**src/rtl/ahb_lite_decode_mux_if.sv**
```systemverilog
// AHB-Lite bus bundle between one master, the decode/mux block and the slave array.
// The "slave" modport is the interconnect's view; "master" is the surrounding
// environment (master plus slave array) that drives requests and slave responses.
interface ahb_lite_decode_mux_if #(
    parameter int unsigned NUM_SLAVES = 4,
    parameter int unsigned DATAWIDTH  = 32,
    parameter int unsigned ADDRWIDTH  = 32
);
    logic [ADDRWIDTH-1:0]            HADDR;
    logic [1:0]                      HTRANS;
    logic [NUM_SLAVES-1:0]           HSEL;
    logic [NUM_SLAVES*DATAWIDTH-1:0] HRDATA_S;
    logic [NUM_SLAVES-1:0]           HREADYOUT_S;
    logic [NUM_SLAVES-1:0]           HRESP_S;
    logic [DATAWIDTH-1:0]            HRDATA;
    logic                            HREADY;
    logic                            HRESP;

    modport slave (
        input  HADDR, HTRANS, HRDATA_S, HREADYOUT_S, HRESP_S,
        output HSEL, HRDATA, HREADY, HRESP
    );

    modport master (
        output HADDR, HTRANS, HRDATA_S, HREADYOUT_S, HRESP_S,
        input  HSEL, HRDATA, HREADY, HRESP
    );
endinterface

```
**src/rtl/ahb_lite_decode_mux.sv**
```systemverilog
// AHB-Lite single-master decoder and response mux with a built-in default slave.
// Unmapped active transfers get a two-cycle ERROR; such errors are counted
// in a saturating counter.
module ahb_lite_decode_mux #(
    parameter int unsigned NUM_SLAVES    = 4,
    parameter int unsigned DATAWIDTH     = 32,
    parameter int unsigned ADDRWIDTH     = 32,
    parameter int unsigned SEL_BITS      = 4,
    parameter int unsigned ERR_CNT_WIDTH = 8
) (
    input  logic                     HCLK,
    input  logic                     HRESET,
    ahb_lite_decode_mux_if.slave     bus,
    output logic [ERR_CNT_WIDTH-1:0] err_count
);

    typedef enum logic [1:0] {
        DS_OK   = 2'b00,
        DS_ERR1 = 2'b01,
        DS_ERR2 = 2'b10
    } ds_state_e;

    localparam logic [SEL_BITS:0] NUM_SLAVES_W = (SEL_BITS + 1)'(NUM_SLAVES);

    logic [SEL_BITS-1:0]      region;
    logic                     mapped;
    logic [NUM_SLAVES-1:0]    hsel;
    logic [DATAWIDTH-1:0]     hrdata;
    logic                     hready;
    logic                     hresp;
    logic                     active_unmapped;
    logic                     unused_bus_bits;

    ds_state_e                state_q, state_d;
    logic                     dsel_def_q, dsel_def_d;
    logic [SEL_BITS-1:0]      dsel_idx_q, dsel_idx_d;
    logic                     ds_ready_q, ds_ready_d;
    logic                     ds_resp_q, ds_resp_d;
    logic [ERR_CNT_WIDTH-1:0] err_q, err_d;

    assign region          = bus.HADDR[ADDRWIDTH-1 -: SEL_BITS];
    assign mapped          = ({1'b0, region} < NUM_SLAVES_W);
    assign unused_bus_bits = &{1'b0, bus.HADDR[ADDRWIDTH-SEL_BITS-1:0], bus.HTRANS[0]};

    // Address decode: one-hot select from the region field, independent of HTRANS.
    always_comb begin
        hsel = '0;
        for (int unsigned i = 0; i < NUM_SLAVES; i++) begin
            if (region == SEL_BITS'(i)) begin
                hsel[i] = 1'b1;
            end
        end
    end

    // Response mux: route the data-phase owner's response back to the master.
    always_comb begin
        hrdata = '0;
        hready = ds_ready_q;
        hresp  = ds_resp_q;
        if (!dsel_def_q) begin
            hready = 1'b1;
            hresp  = 1'b0;
            for (int unsigned i = 0; i < NUM_SLAVES; i++) begin
                if (dsel_idx_q == SEL_BITS'(i)) begin
                    hrdata = bus.HRDATA_S[i*DATAWIDTH +: DATAWIDTH];
                    hready = bus.HREADYOUT_S[i];
                    hresp  = bus.HRESP_S[i];
                end
            end
        end
    end

    // Next-state: data-phase owner, default-slave FSM, its registered outputs and the error count.
    always_comb begin
        active_unmapped = hready && bus.HTRANS[1] && !mapped;

        dsel_def_d = dsel_def_q;
        dsel_idx_d = dsel_idx_q;
        if (hready) begin
            dsel_def_d = !mapped;
            dsel_idx_d = region;
        end

        state_d = state_q;
        case (state_q)
            DS_OK:   state_d = active_unmapped ? DS_ERR1 : DS_OK;
            DS_ERR1: state_d = DS_ERR2;
            DS_ERR2: state_d = active_unmapped ? DS_ERR1 : DS_OK;
            default: state_d = DS_OK;
        endcase

        // ERR1 is never re-entered from itself, so landing there is always a new error.
        err_d = err_q;
        if (state_d == DS_ERR1 && err_q != '1) begin
            err_d = err_q + 1'b1;
        end

        ds_ready_d = 1'b1;
        ds_resp_d  = 1'b0;
        case (state_d)
            DS_ERR1: begin
                ds_ready_d = 1'b0;
                ds_resp_d  = 1'b1;
            end
            DS_ERR2: begin
                ds_ready_d = 1'b1;
                ds_resp_d  = 1'b1;
            end
            default: begin
                ds_ready_d = 1'b1;
                ds_resp_d  = 1'b0;
            end
        endcase
    end

    // State registers; reset drops any pending error response.
    always_ff @(posedge HCLK) begin
        if (HRESET) begin
            state_q    <= DS_OK;
            dsel_def_q <= 1'b1;
            dsel_idx_q <= '0;
            ds_ready_q <= 1'b1;
            ds_resp_q  <= 1'b0;
            err_q      <= '0;
        end else begin
            state_q    <= state_d;
            dsel_def_q <= dsel_def_d;
            dsel_idx_q <= dsel_idx_d;
            ds_ready_q <= ds_ready_d;
            ds_resp_q  <= ds_resp_d;
            err_q      <= err_d;
        end
    end

    assign bus.HSEL   = hsel;
    assign bus.HRDATA = hrdata;
    assign bus.HREADY = hready;
    assign bus.HRESP  = hresp;
    assign err_count  = err_q;

endmodule
```
**src/flat_wrapper.sv**
```systemverilog
// flat-port wrapper written by rule: the top's interface ports become plain ports
module ahb_lite_decode_mux_flat 
#(
    parameter int unsigned NUM_SLAVES    = 4,
    parameter int unsigned DATAWIDTH     = 32,
    parameter int unsigned ADDRWIDTH     = 32,
    parameter int unsigned SEL_BITS      = 4,
    parameter int unsigned ERR_CNT_WIDTH = 8
)
  (HCLK, HRESET, err_count, bus_HADDR, bus_HTRANS, bus_HRDATA_S, bus_HREADYOUT_S, bus_HRESP_S, bus_HSEL, bus_HRDATA, bus_HREADY, bus_HRESP);
  ahb_lite_decode_mux_if #(.NUM_SLAVES(NUM_SLAVES), .DATAWIDTH(DATAWIDTH), .ADDRWIDTH(ADDRWIDTH)) bus_i ();
  input  logic HCLK;
  input  logic HRESET;
  output logic [ERR_CNT_WIDTH-1:0] err_count;
  input wire logic [$bits(bus_i.HADDR)-1:0] bus_HADDR;
  input wire logic [$bits(bus_i.HTRANS)-1:0] bus_HTRANS;
  input wire logic [$bits(bus_i.HRDATA_S)-1:0] bus_HRDATA_S;
  input wire logic [$bits(bus_i.HREADYOUT_S)-1:0] bus_HREADYOUT_S;
  input wire logic [$bits(bus_i.HRESP_S)-1:0] bus_HRESP_S;
  output wire logic [$bits(bus_i.HSEL)-1:0] bus_HSEL;
  output wire logic [$bits(bus_i.HRDATA)-1:0] bus_HRDATA;
  output wire logic [$bits(bus_i.HREADY)-1:0] bus_HREADY;
  output wire logic [$bits(bus_i.HRESP)-1:0] bus_HRESP;
  assign bus_i.HADDR = bus_HADDR;
  assign bus_i.HTRANS = bus_HTRANS;
  assign bus_i.HRDATA_S = bus_HRDATA_S;
  assign bus_i.HREADYOUT_S = bus_HREADYOUT_S;
  assign bus_i.HRESP_S = bus_HRESP_S;
  assign bus_HSEL = bus_i.HSEL;
  assign bus_HRDATA = bus_i.HRDATA;
  assign bus_HREADY = bus_i.HREADY;
  assign bus_HRESP = bus_i.HRESP;
  ahb_lite_decode_mux #(.NUM_SLAVES(NUM_SLAVES), .DATAWIDTH(DATAWIDTH), .ADDRWIDTH(ADDRWIDTH), .SEL_BITS(SEL_BITS), .ERR_CNT_WIDTH(ERR_CNT_WIDTH)) u_core (.HCLK(HCLK), .HRESET(HRESET), .bus(bus_i), .err_count(err_count));
endmodule
```
**config.mk**
```make
export PLATFORM = sky130hd
export DESIGN_NAME = ahb_lite_decode_mux_flat
export DESIGN_NICKNAME = d
export VERILOG_FILES = /design/src/rtl/ahb_lite_decode_mux_if.sv /design/src/rtl/ahb_lite_decode_mux.sv /design/src/flat_wrapper.sv
export SDC_FILE = /design/constraint.sdc
export NUM_CORES = 1
export LEC_CHECK = 0
export BUFFER_PORTS_ARGS = -buffer_cell sky130_fd_sc_hd__buf_2
export CAP_MARGIN = 20
export CORE_AREA = 2 2 84 86
export CTS_BUF_LIST = sky130_fd_sc_hd__clkbuf_16
export CTS_CLUSTER_DIAMETER = 200
export DETAILED_ROUTE_END_ITERATION = 10
export DIE_AREA = 0 0 86 88
export GPL_TIMING_DRIVEN = 0
export PLACE_DENSITY = 0.7
export SYNTH_ARGS = -nofsm -noshare
export SYNTH_HDL_FRONTEND = slang
export SYNTH_SLANG_ARGS = --single-unit
```
**constraint.sdc**
```tcl
create_clock -name HCLK -period 3.2 [get_ports HCLK]
set_clock_uncertainty 0.1 [all_clocks]
set_input_delay 0.16 -clock HCLK [delete_from_list [all_inputs] [get_ports HCLK]]
set_output_delay 0.16 -clock HCLK [all_outputs]
set_load 0.01 [all_outputs]
```
## Word level (Yosys, flattened, before mapping)

Index checks and enable logic that the tools add are counted.

- Magnitude comparators: 1
- Equality and inequality tests: 11
- Add/sub/neg operators: 1
- Multiplexer cells: 23
- Reduce and logical (&&, ||, !) cells: 9

Operators by type and width:

| kind | count |
|---|---|
| 2-to-1 mux 32 bit | 5 |
| 2-to-1 mux 1 bit | 17 |
| equality test 4 x 2 -> 1 bit, second input constant | 4 |
| adder 8 x 1 -> 8 bit, second input constant | 1 |
| equality test 4 x 1 -> 1 bit, second input constant | 2 |
| logical NOT 4 bit | 2 |
| != test 8 bit, second input constant | 1 |
| equality test 2 x 1 -> 1 bit, second input constant | 2 |
| equality test 2 bit, second input constant | 2 |
| < comparator 4 x 3 -> 1 bit, second input constant | 1 |
| case mux 2 bit (2 select lines) | 1 |
| OR reduction 2 bit | 2 |
| logical AND 1 bit | 3 |
| logical NOT 2 bit | 1 |
| logical NOT 1 bit | 1 |

- Bits in registers: 17
- Word-level logic and storage cells: 51
- Input port bits: 172
- Output and inout bits: 46

## Longest topological paths before layout

- Depth after elaboration: 13
- Mapped depth: 11
- Gate-level depth less buffers: 9

## Worst setup path after synthesis

Ideal clock, no wire load.

- Path type: register to register
- From: reg u_core.dsel_idx_q[0]
- To: reg u_core.err_q[7] (netlist: u_core.err_count[7])
- Clock period less this slack: 2.511 ns
- Data required time: 2.972 ns
- Arrival time: 2.283 ns
- Cell stages (with the launch flop): 11
- Buffers on the path: 1
- Path slack: 0.689 ns
- Cell sequence: dfxtp_1 > or3b_1 > nand4_1 > o311a_1 > buf_4 > and4b_1 > ha_1 > and4_1 > nor4bb_1 > xnor2_1 > nor2_1

- Longest elaborated chain between the ends: 12
- Elaborated cells between the ends (all ways): 15

Ends and longest elaborated chain:

| item | RTL line | source |
|---|---|---|
| start, declared | ahb_lite_decode_mux.sv:36 | `logic [SEL_BITS-1:0] dsel_idx_q, dsel_idx_d;` |
| start signal, assigned | ahb_lite_decode_mux.sv:128 | `dsel_idx_q <= dsel_idx_d;` |
| logical NOT 4 bit | ahb_lite_decode_mux.sv:64 | `if (dsel_idx_q == SEL_BITS'(i)) begin` |
| 2-to-1 mux 1 bit (3 in a row) | ahb_lite_decode_mux.sv:64 |  |
| 2-to-1 mux 1 bit (*) | ahb_lite_decode_mux.sv:64 |  |
| 2-to-1 mux 1 bit (*) | ahb_lite_decode_mux.sv:60 | `if (!dsel_def_q) begin` |
| via bus_HREADY | flat_wrapper.sv:22 | `output wire logic [$bits(bus_i.HREADY)-1:0] bus_HREADY;` |
| logical AND 1 bit (*) (2 in a row) | ahb_lite_decode_mux.sv:75 | `active_unmapped = hready && bus.HTRANS[1] && !mapped;` |
| 2-to-1 mux 1 bit (*) | ahb_lite_decode_mux.sv:86, ahb_lite_decode_mux.sv:88 |  |
| case mux 2 bit (2 select lines) (*) | ahb_lite_decode_mux.sv:85 | `case (state_q)` |
| via u_core.state_d[0] | ahb_lite_decode_mux.sv:34 | `ds_state_e state_q, state_d;` |
| equality test 2 x 1 -> 1 bit (*) | ahb_lite_decode_mux.sv:94 | `if (state_d == DS_ERR1 && err_q != '1) begin` |
| logical AND 1 bit (*) | ahb_lite_decode_mux.sv:94 |  |
| end signal, assigned | ahb_lite_decode_mux.sv:131 | `err_q <= err_d;` |
| end, declared | ahb_lite_decode_mux.sv:39 | `logic [ERR_CNT_WIDTH-1:0] err_q, err_d;` |

The timed path passes the listed nets; every way through them passes the cells marked *.
A chain may end at the register's enable or synchronous reset.

## Worst setup path after layout

- From: reg u_core.dsel_idx_q[0]
- To: reg u_core.err_q[7] (netlist: u_core.err_count[7])

- Longest elaborated chain between the ends: 12
- Elaborated cells between the ends (all ways): 15

Ends and longest elaborated chain:

| item | RTL line |
|---|---|
| logical NOT 4 bit | ahb_lite_decode_mux.sv:64 |
| 2-to-1 mux 1 bit (3 in a row) | ahb_lite_decode_mux.sv:64 |
| 2-to-1 mux 1 bit (*) | ahb_lite_decode_mux.sv:64 |
| 2-to-1 mux 1 bit (*) | ahb_lite_decode_mux.sv:60 |
| logical AND 1 bit (*) (2 in a row) | ahb_lite_decode_mux.sv:75 |
| 2-to-1 mux 1 bit (*) | ahb_lite_decode_mux.sv:86, ahb_lite_decode_mux.sv:88 |
| case mux 2 bit (2 select lines) (*) | ahb_lite_decode_mux.sv:85 |
| via u_core.state_d[0] | ahb_lite_decode_mux.sv:34 |
| equality test 2 x 1 -> 1 bit (*) | ahb_lite_decode_mux.sv:94 |
| logical AND 1 bit (*) | ahb_lite_decode_mux.sv:94 |

Marks and branches as above.

==> results.ini <==
[global_route]
grt_start_max_net_pins=11
groute.layer.met2.usage=0.338
grt_first_pass_wirelength_mm=11.9
globalRouteOverflowTotal=0
grt_busiest_layer=met2
grt_pass1_vias=2472
grt_util_all_layers=0.193
globalRouteMet1Util=0.244
met3_usage=0.0207
antenna_found_initial=0

[yosys]
yosys-top-cells-area=sky130_fd_sc_hd__dfxtp_1 (18%), sky130_fd_sc_hd__a222oi_1 (11%), sky130_fd_sc_hd__a211oi_1 (9.7%), sky130_fd_sc_hd__mux2i_1 (8.6%), sky130_fd_sc_hd__o21a_1 (8.5%)
synth_top_area_frac=0.183
synth_fa_ha_area_frac=0.0134
post_synth_most_frequent_cells=sky130_fd_sc_hd__nor2_1 (33), sky130_fd_sc_hd__nor3_1 (26), sky130_fd_sc_hd__a211oi_1 (24)
synth-async-reset-ratio=0
syn_nets=423
ys.warnings.count=0
ys_seq_elements=17
synthSimpleGateAreaFrac=0.286
synth-compound-area-share=0.336
post_synth_xor_area_fraction=0.0141
number_of_synthesized_flops_with_an_enable_pin=0
ys.flop_type=sky130_fd_sc_hd__dfxtp_1
avgSynthCellArea_sq_um=7.47
synth.largest_area_cell=sky130_fd_sc_hd__dfxtp_1
postSynthCellCount=249
synth.distinct_cells=38
yosys.cell_count.top_type=sky130_fd_sc_hd__nor2_1
synthMuxAreaShare=0.0982
synth.yosys.seq_area_share=0.183
synth_top_family_by_area=compound AO/OA/AOI/OAI gates
syn_area_sq_um=1860

[layout]
final-seq-area_sq_um=340
fin_nets=616
area_growth_pct=60.2
multi_input_comb_area_sq_um=1390
fillerInstances=711
insertedDiodeCount=0
utilization=0.449
fin_cells=521
drive_gt1_frac=0.451
finish.instance_area_sq_um=2980

[timing]
setup-tns-final_ns=0
timing.final.max_slew_violations=0
hold_viol_final=0
worst_slack_ns=0.429
worst_slew_pin_slew_ns=0.626
rsz0062_at_grt=no
period_share=0.866
finalSetupViolations=0
hold-worst-slack_ns=0.0983
clock.fmax_mhz=361
fin_crit_ns=2.77
max_slew_margin=0.583

[place]
placement.io_buffers=188
dpl_worst_slack_ns=0.403
dpl_cell_area_sq_um=2900
placed_cells=517
dp.final_hpwl_mm=6.52
routabilityCongestion=0.768

[cts]
postcts_setup_bufs=0
cts-buffers-inserted=3
cts.hold.buffers_added=0
post_cts_resize_count=0
worst_setup_hold_path_clk_slew_ns=0.05
cts_tree=done
total_number_of_clock_tree_sinks=17
clock_insertion_delay_worst_skew_ns=0.25
htreeDepth=1
cts.root.buffer_cell=sky130_fd_sc_hd__clkbuf_16
cts.path.max_buffers=2

[critical_path]
timing.setup.critical_path_class=register to register
crit_path_cell_trace=or3b_1 -> nand4_1 -> o311a_1 -> buf_4 -> and4b_1 -> ha_1 -> and4_1 -> nor4bb_1 -> xnor2_1 -> nor2_1
regToRegSetupSlack_ns=0.43
startpoint_class=register
critPathArrivalTime_ns=2.79
timing.critical_path.slowest_cell_delay_ns=0.38
worst_path_slowest_cell=sky130_fd_sc_hd__or3b_1
reg2reg_depth=10
critical_path.max_fanout=8
worst_setup_path_end_kind=register
wp_buf_inv=1
crit_cells=10
worst_ep_required_time_ns=3.22
timing.critical_path.max_delay_family=simple AND/OR/NAND/NOR gates

[status]
status=finished clean

[route]
drt.antenna.violating_nets=0
wl_cell_um=15.4
drt_first_iter_violations=121
firstDrtPassIters=8
drt-vias-per-instance=5.22
drt-total-wl_mm=8.03
route.detailed.drc=0
vias=2718

[power_and_ir_drop]
power_frac_clock=0.276
pwr-share-comb=0.460
p_seq_frac=0.263
leakagePower_nw=1.47
power.net_switching_uw=305
total_chip_power_uw=895
p_int_uw=589
vdd.ir_drop.worst_mv=0.177
power.density_nw_per_um2=300
power_switching_share=0.341

[min_path]
min_delay_path_depth=3
class_of_the_most_critical_hold_timing_path=input pin to register

[die]
design.core.area_sq_um=6640
die_area_sq_um=7570
die_height_um=88
initial_standard_cell_utilization_of_the_core=0.280
top_level_ports=218
die_width_um=86
std_cell_rows=30

[job]
number_of_violations_of_the_max_capacitance_limit=0

## registers in the layout, indices dropped and copies added (netlist names)
register,count
u_core.err_count,8
u_core.dsel_def_q,1
u_core.ds_ready_q,1
u_core.ds_resp_q,1
u_core.state_q,2
u_core.dsel_idx_q,4
## final cells by class
cell class,instances,area share
well taps,80,0.0336
repair buffers,188,0.316
inverters,4,0.00504
plain buffers,28,0.0382
flip-flops and latches,17,0.114
multi-input cells,200,0.467
clock buffers,3,0.0252
clock inverters,1,0.00126
## power by group through the flow
| stage | clock network, mW | registers [mW] | logic, mW |
|---|---|---|---|
| 4_1_cts | 0.253 | 0.235 | 0.412 |
| 6_report | 0.247 | 0.235 | 0.412 |
| 2_1_floorplan | 0 | 0.238 | 0.237 |
| 3_3_place_gp | 0 | 0.239 | 0.401 |
| 5_1_grt | 0.265 | 0.237 | 0.454 |
| 3_5_place_dp | 0 | 0.240 | 0.411 |
## worst min-delay path: stages
cell                       delay [ns]
sky130_fd_sc_hd__buf_2           0.10
sky130_fd_sc_hd__nand2b_1        0.06
sky130_fd_sc_hd__mux2i_1         0.07
## kinds of logic (layout without fill, tap and decap cells)
logic type,after synthesis,count (layout)
simple gates,102,102
xor+xnor,3,3
fa+ha+maj,2,2
compound gates,76,76
mux,17,17
flops,17,17
buf+inv,32,224
## worst paths after layout
path | start | endpoint
setup / recovery | u_core.dsel_idx_q[0] | u_core.err_count[7]
hold / removal | bus_HADDR[31] | u_core.dsel_idx_q[3]
setup reg to reg | u_core.dsel_idx_q[0] | u_core.err_count[7]
hold reg to reg | u_core.state_q[0] | u_core.state_q[1]
## layout by cell type (no fill, tap or decap), drive strengths merged, types with 2 or more instances in the layout
master	count
buf	195
nor2	33
nor3	26
a211oi	24
clkbuf	24
o21a	21
a222oi	21
dfxtp	17
mux2i	16
nor2b	11
nand2b	10
nand2	7
inv	5
xnor2	3
nand4	2
and3	2
nand3	2
and4	2
a31oi	2
a41oi	2
ha	2
nor3b	2
## routing by layer
metal / routed length, um / vias up
li1: - / 1354
met1: 3290 / 1219
met2: 3990 / 130
met3: 572 / 15
met4: 177 / 0
met5: 0 / -
(Power assumes the default switching activity.)
